--- src/rtl/seg7_scan_driver.sv ---
// seg7_scan_driver: 8-digit common-anode hex scan driver; `define LEADING_ZERO_BLANK_EN to blank leading zeros.
module seg7_scan_driver #(
  parameter int DIV_SIZE = 8192
) (
  input  logic        clk,
  input  logic        RESET,
  input  logic [31:0] NUMBER,
  input  logic [7:0]  AN_MASK,
  output logic [7:0]  AN,
  output logic [6:0]  SEG
);
  localparam int CW = $clog2(DIV_SIZE);
  logic [CW-1:0] div_cnt;
  logic [2:0]    idx;
  logic          tick;
  logic          blank;
  logic [3:0]    nib;
  logic [7:0]    an_nxt;
  logic [6:0]    seg_nxt;
  function automatic logic [6:0] hex7(input logic [3:0] n);
    case (n)
      4'h0: hex7 = 7'h40;
      4'h1: hex7 = 7'h79;
      4'h2: hex7 = 7'h24;
      4'h3: hex7 = 7'h30;
      4'h4: hex7 = 7'h19;
      4'h5: hex7 = 7'h12;
      4'h6: hex7 = 7'h02;
      4'h7: hex7 = 7'h78;
      4'h8: hex7 = 7'h00;
      4'h9: hex7 = 7'h10;
      4'hA: hex7 = 7'h08;
      4'hB: hex7 = 7'h03;
      4'hC: hex7 = 7'h46;
      4'hD: hex7 = 7'h21;
      4'hE: hex7 = 7'h06;
      4'hF: hex7 = 7'h0E;
    endcase
  endfunction
  always_comb begin
    tick = div_cnt == CW'(DIV_SIZE - 1);
    nib = NUMBER[{idx, 2'b00} +: 4];
`ifdef LEADING_ZERO_BLANK_EN
    blank = (idx != 3'd0) && ((NUMBER >> {idx, 2'b00}) == 32'd0);
`else
    blank = 1'b0;
`endif
    an_nxt = ~(8'b1 << idx) | AN_MASK | (blank ? 8'hFF : 8'h00);
    seg_nxt = an_nxt[idx] ? 7'h7F : hex7(nib);
  end
  always_ff @(posedge clk or negedge RESET)
    if (!RESET) begin
      div_cnt <= '0;
      idx <= 3'd0;
      AN <= 8'hFF;
      SEG <= 7'h7F;
    end else begin
      div_cnt <= tick ? '0 : div_cnt + CW'(1);
      idx <= idx + 3'(tick);
      AN <= an_nxt;
      SEG <= seg_nxt;
    end
endmodule

--- config.mk ---
export PLATFORM = sky130hd
export DESIGN_NAME = seg7_scan_driver
export DESIGN_NICKNAME = d
export VERILOG_FILES = /design/src/rtl/seg7_scan_driver.sv
export SDC_FILE = /design/constraint.sdc
export NUM_CORES = 1
export LEC_CHECK = 0
export BUFFER_PORTS_ARGS = -buffer_cell sky130_fd_sc_hd__buf_4
export CORE_MARGIN = 4
export CORE_UTILIZATION = 50
export CTS_CLUSTER_DIAMETER = 50
export CTS_CLUSTER_SIZE = 25
export DETAILED_ROUTE_END_ITERATION = 6
export PLACE_DENSITY = 0.77
export SETUP_SLACK_MARGIN = 0.5
export SLEW_MARGIN = 40
export SYNTH_ARGS = -nofsm -noshare
export SYNTH_HDL_FRONTEND = slang
export SYNTH_SLANG_ARGS = --single-unit
--- constraint.sdc ---
create_clock -name clk -period 5.4 [get_ports clk]
set_input_delay 0.54 -clock clk [delete_from_list [all_inputs] [get_ports clk]]
set_output_delay 0.54 -clock clk [all_outputs]
set_load 0.02 [all_outputs]
==> results.toml, run 1 <==
[yosys]
synth_fp_nets = 201
syn-cell-area_um2 = 1750
synth_ff_type = "dfrtp_1"
ys_warn_count = 0
syn_inst = 150
synth_edf_count = 0
synth_area_per_cell_um2 = 11.7
yosysSeqAreaShare_pct = 45.4
async_flop_share_pct = 100
synth_seq_cells = 31
synth_cell_types = 42

[placed_design]
io_buffers = 56
gp_congestion = 0.870
place.detailed.hpwl_um = 3140

[floorplanning]
die_area_um2 = 4510
die_x_um = 67.2
dieHeight_um = 67.2
num_io_pins = 57
initial_utilization_pct = 52.1
num_rows = 21
core_area_um2 = 3360

[setup_path]
worstPathArrival_ns = 2.79
start_kind = "flop"
reg2regPathDepth = 7
r2r-start = "idx[0]$_DFF_PN0_"
path_class = "flop to flop"
worstPathMaxFanout = 23
crit_path_start = "idx[0]$_DFF_PN0_"
crit_path_max_incr_delay_ns = 0.70
crit_end = "SEG[3]$_DFF_PN1_"
crit_chain = "mux4_2 > mux2_2 > inv_1 > ha_1 > nor3_1 > a2111oi_0 > a41oi_1"
end_kind = "flop"
r2r_setup_slack_ns = 2.85
crit_path_top_delay_cell = "dfrtp_2"
r2r-end = "SEG[3]$_DFF_PN1_"
cp_data_required_time_ns = 5.64

[layout]
fill_cells = 272
final_common_cell = "buf_4"
nets = 259
syn2layout_area_growth_pct = 29.1
drive_above_1_share_pct = 42.6
mostFrequentLayoutCells = "56 x buf_4, 15 x dfstp_2, 15 x nor2_1, 15 x dfrtp_1, 11 x nand2_1"
antenna_cells_inserted = 0

[power]
p_per_area_nw_per_um2 = 199
leakage_nw = 1.02
vdd_ir_drop_max_v = 0.0000709

[grt]
grt_use_total_pct = 20.5
grt_pass1_vias = 1465
grt_pass1_wl_um = 6900
antenna_found_initial = 0
grt.overflow.total = 0
grt_max_degree = 32

[timing]
period_needed_ns = 2.55
slew_violations = 0
holdWs_ns = 0.123
rsz0062_at_grt = "false"
post-route-period-util_pct = 47.3
slew_headroom_pct = 66.4
final_hold_viol_count = 0
fmax_mhz = 392
final.setup.tns_ns = 0
worst_pin_slew_ns = 0.505
finalSetupViolCount = 0
fin_skew_ns = 0.0105

[clock_tree]
cts_buffers = 5
cts.sinks = 31
cts_hold_buf = 0
cts_tree = "done"
clk_latency_ns = 0.32
cts_buffer_depth = 2
cts_resized = 0
htree_levels = 2
root_buffer = "clkbuf_4"
post_cts_buffers = 0
clk_pin_slew_ns = 0.10

[routing]
vias = 1398
ant_nets = 0
drc = 0
avgRoutedWirePerCell_um = 15.6
first_iter_violations = 79
dr.pass1.iters = 4
wl_um = 3980
viasPerCell = 5.48

[min_path]
holdCritPathClass = "input pin to asynchronous set/reset pin"

[run]
max-cap-violations = 0

[run_status]
outcome = "complete, no violations"
## cell type report
type | instances | area, um^2 | area share (%)
clock buffer | 7 | 55.1 | 2.43
timing repair buffer | 56 | 420 | 18.6
inverter | 4 | 15.0 | 0.664
multi-input combinational | 110 | 913 | 40.4
clock inverter | 1 | 5.00 | 0.221
sequential | 31 | 796 | 35.2
tap | 46 | 57.6 | 2.54
## sequential cells by signal, indices dropped and copies added, names as in the netlist
name     flops
SEG          7
idx          3
AN           8
div_cnt     13
## Yosys cell counts, types with 2 or more instances
| library cell | n | area (um^2) |
|---|---|---|
| nand3_1 | 7 | 35.0 |
| mux2_2 | 5 | 56.3 |
| nor3_1 | 3 | 15.0 |
| dfrtp_1 | 16 | 400 |
| mux2i_1 | 8 | 80.1 |
| xnor2_1 | 5 | 43.8 |
| mux4_2 | 3 | 67.6 |
| clkbuf_1 | 2 | 7.51 |
| nor2_1 | 15 | 56.3 |
| xor2_1 | 7 | 61.3 |
| dfstp_2 | 15 | 394 |
| nor2b_1 | 3 | 18.8 |
| nand4_1 | 2 | 12.5 |
| mux4_1 | 3 | 78.8 |
| nand3b_1 | 3 | 22.5 |
| ha_1 | 9 | 113 |
| inv_1 | 4 | 15.0 |
| nand2_1 | 11 | 41.3 |
| or3_1 | 3 | 18.8 |
| o221ai_1 | 3 | 26.3 |
| buf_2 | 2 | 10.0 |
## worst max-delay path, delay by kind of cell, from the launching register on
kind                       cells  cell delay [ns]
muxes                          2             0.91
DFF                            1             0.70
and+or+nand+nor                1             0.19
buffers and inverters          1             0.14
AOI/OAI and AO/OA              2             0.28
adders and majority gates      1             0.26
## how the worst min path moves through the flow
stage                    startpoint                    to  slack (ns)  depth (start not counted)
6_report                      RESET  div_cnt[7]$_DFF_PN0_        0.12                          1
3_5_place_dp   div_cnt[0]$_DFF_PN0_  div_cnt[0]$_DFF_PN0_        0.46                          1
3_3_place_gp   div_cnt[0]$_DFF_PN0_  div_cnt[0]$_DFF_PN0_        0.45                          1
2_1_floorplan                 RESET  div_cnt[0]$_DFF_PN0_        0.24                          0
4_1_cts                       RESET  div_cnt[7]$_DFF_PN0_        0.11                          1
5_1_grt                       RESET  div_cnt[7]$_DFF_PN0_        0.13                          1
## routing by layer
layer  vias up  wire, um  GRT usage [%]
met3        13       278           3.83
met1       646      1650           25.4
met5         -         0              0
met4         0        89           8.86
li1        666         -              -
met2        73      1960           35.0
## kinds of logic (layout without fill, tap and decap cells)
group | count (synthesis) | count (layout) | share of synthesized area, %
simple gates | 51 | 51 | 14.3
fa+ha+maj | 9 | 9 | 6.43
mux | 21 | 21 | 17.8
buf+inv | 9 | 68 | 2.50
flops | 31 | 31 | 45.4
compound gates | 17 | 17 | 7.64
xor+xnor | 12 | 12 | 6.00
## through the flow
step                util (%)  std cells  area (um^2)  power (mW)  worst slack (ns)
floorplan                  -        150         1750       0.276              3.18
detailed placement      65.4        247         2200       0.317              2.56
CTS                     67.2        255         2260       0.455              2.54
global route            67.3        255         2260       0.475              2.61
finish                  67.3        255         2260       0.450              2.85
global placement        65.4        247         2200       0.314              2.72
## where the power goes
part / switching, mW / internal, mW
clock network: 0.0745 / 0.0630
logic: 0.0327 / 0.0380
registers: 0.00131 / 0.241
(Power assumes the default switching activity.)
==> inputs of run 2 (changes only) <==
--- a/config.mk
+++ b/config.mk
@@ -7,11 +7,11 @@
 export LEC_CHECK = 0
 export BUFFER_PORTS_ARGS = -buffer_cell sky130_fd_sc_hd__buf_4
 export CORE_MARGIN = 4
-export CORE_UTILIZATION = 50
+export CORE_UTILIZATION = 45
 export CTS_CLUSTER_DIAMETER = 50
 export CTS_CLUSTER_SIZE = 25
 export DETAILED_ROUTE_END_ITERATION = 6
-export PLACE_DENSITY = 0.77
+export PLACE_DENSITY = 0.73
 export SETUP_SLACK_MARGIN = 0.5
 export SLEW_MARGIN = 40
 export SYNTH_ARGS = -nofsm -noshare
==> constraint.sdc (replaced) <==
create_clock -name clk -period 2.31 [get_ports clk]
set_input_delay 0.231 -clock clk [delete_from_list [all_inputs] [get_ports clk]]
set_output_delay 0.231 -clock clk [all_outputs]
set_load 0.02 [all_outputs]
==> run 2 against run 1 <==
  * Critical endpoint unchanged
  * Clock-buffer cell count down 1
  * Worst hold slack better by 0.033 ns
  * Clock power rose to 4.0 times the previous value
  * Flip-flop and latch count stayed put
  * Setup slack worse by 2.6 ns
  * Routed wire length is 9.4% higher
  * Total power rose to 2.9 times the previous value
  * Cell area rose by 15%
  * Sequential power increased by 130%
  * Core utilization grew 2.5 points
==> results.toml, run 2 (same netlist as run 1, synthesis figures left out) <==
[timing]
final.setup.tns_ns = 0
slew_headroom_pct = 75.0
post-route-period-util_pct = 89.5
period_needed_ns = 2.07
slew_violations = 0
fin_skew_ns = 0.00813
final_hold_viol_count = 0
finalSetupViolCount = 0
rsz0062_at_grt = "true"
worst_pin_slew_ns = 0.374
fmax_mhz = 484

[floorplanning]
num_io_pins = 57
core_area_um2 = 3720
die_x_um = 70.4
num_rows = 22
die_area_um2 = 4950
dieHeight_um = 70.4
initial_utilization_pct = 47.1

[layout]
nets = 283
mostFrequentLayoutCells = "78 x buf_4, 15 x dfstp_2, 15 x nor2_1"
reg_top3 = "div_cnt (13), AN (8), SEG (7)"
syn2layout_area_growth_pct = 48.1
final_util_pct = 69.8
finalNonFillerCells = 281
largest_reg_flops = 13
final_common_cell = "buf_4"
drive_above_1_share_pct = 54.5
antenna_cells_inserted = 0
largest-register = "div_cnt"

[clock_tree]
clk_latency_ns = 0.29
cts_tree = "done"
root_buffer = "clkbuf_8"
cts_buffers = 5
clk_pin_slew_ns = 0.07
cts_buffer_depth = 2
htree_levels = 2
cts.sinks = 31

[routing]
drc = 0
dr.pass1.iters = 4
avgRoutedWirePerCell_um = 15.5
vias = 1500
first_iter_violations = 97
ant_nets = 0
wl_um = 4350
viasPerCell = 5.34

[run]
max-cap-violations = 0

[setup_path]
start_kind = "flop"
path_class = "flop to flop"
r2r_setup_slack_ns = 0.24
worstPathMaxFanout = 8
cp_data_required_time_ns = 2.52
end_kind = "flop"
worstPathArrival_ns = 2.28
reg2regPathDepth = 7

[grt]
antenna_found_initial = 0
grt_use_total_pct = 18.7
grt_pass1_wl_um = 7260
grt_max_degree = 32
grt_pass1_vias = 1555
grt.overflow.total = 0

[power]
leakage_nw = 1.18
p_per_area_nw_per_um2 = 508
power.total_mw = 1.32
vdd_ir_drop_max_v = 0.000312

[run_status]
outcome = "complete, no violations"

[min_path]
hold_path_depth = 2
holdCritPathClass = "input pin to flop"

[placed_design]
dp_cells = 256
io_buffers = 56
place.detailed.hpwl_um = 3220
gp_congestion = 0.943
[run 2: where the power goes]
| part | total (mW) | leakage, nW | internal [mW] | switching, mW |
|---|---|---|---|---|
| Sequential | 0.566 | 0.364 | 0.563 | 0.00326 |
| Clock | 0.557 | 0.0612 | 0.349 | 0.208 |
| Combinational | 0.194 | 0.755 | 0.107 | 0.0869 |
| Total | 1.32 | 1.18 | 1.02 | 0.298 |
[run 2: path summary, 6_finish.rpt]
check	startpoint	endpoint
worst max-delay path	idx[0]$_DFF_PN0_	SEG[3]$_DFF_PN1_
worst min-delay path	AN_MASK[5]	AN[5]$_DFF_PN1_
worst max register to register	idx[0]$_DFF_PN0_	SEG[3]$_DFF_PN1_
worst min register to register	div_cnt[0]$_DFF_PN0_	div_cnt[0]$_DFF_PN0_
max in group asynchronous	RESET	SEG[5]$_DFF_PN1_
min in group asynchronous	RESET	idx[2]$_DFF_PN0_
[run 2: what timing repair did]
action / in CTS / in global routing
pin swaps: 7 / 1
gates resized for setup: 12 / 2
endpoints found under the setup margin: 7 / 9
buffers inserted: 12 / 4
hold buffers: 1 / 0
hold endpoints to repair: 16 / 0
[run 2: area by class of cell]
type,count,area (um^2)
clock buffer,6,82.6
clock inverter,2,35.0
fill,275,1120
inverter,4,17.5
multi-input combinational,110,991
sequential,31,797
tap,48,60.1
timing repair buffer,80,611
[run 2: critical path: stages, from the launching register on]
cell	delay [ns]
dfrtp_2	0.48
mux4_2	0.53
mux2_4	0.34
inv_4	0.08
ha_4	0.21
nor3_4	0.12
a2111oi_2	0.06
a41oi_1	0.18
[run 2: layer usage]
metal	GRT usage, %	vias up	share of wire (%)
met4	6.38	0	1.8
met3	5.90	9	8.7
met5	0	-	0
met1	23.3	711	42
li1	-	713	-
met2	30.6	67	48
[run 2: per-stage QoR]
stage	setup WS, ns	hold slack [ns]	area [um^2]
floorplan	0.192	-0.0646	1800
global placement	0.0716	0.172	2300
detailed placement	-0.00888	0.176	2300
CTS	0.249	0.146	2550
global route	0.148	0.146	2590
finish	0.243	0.156	2590
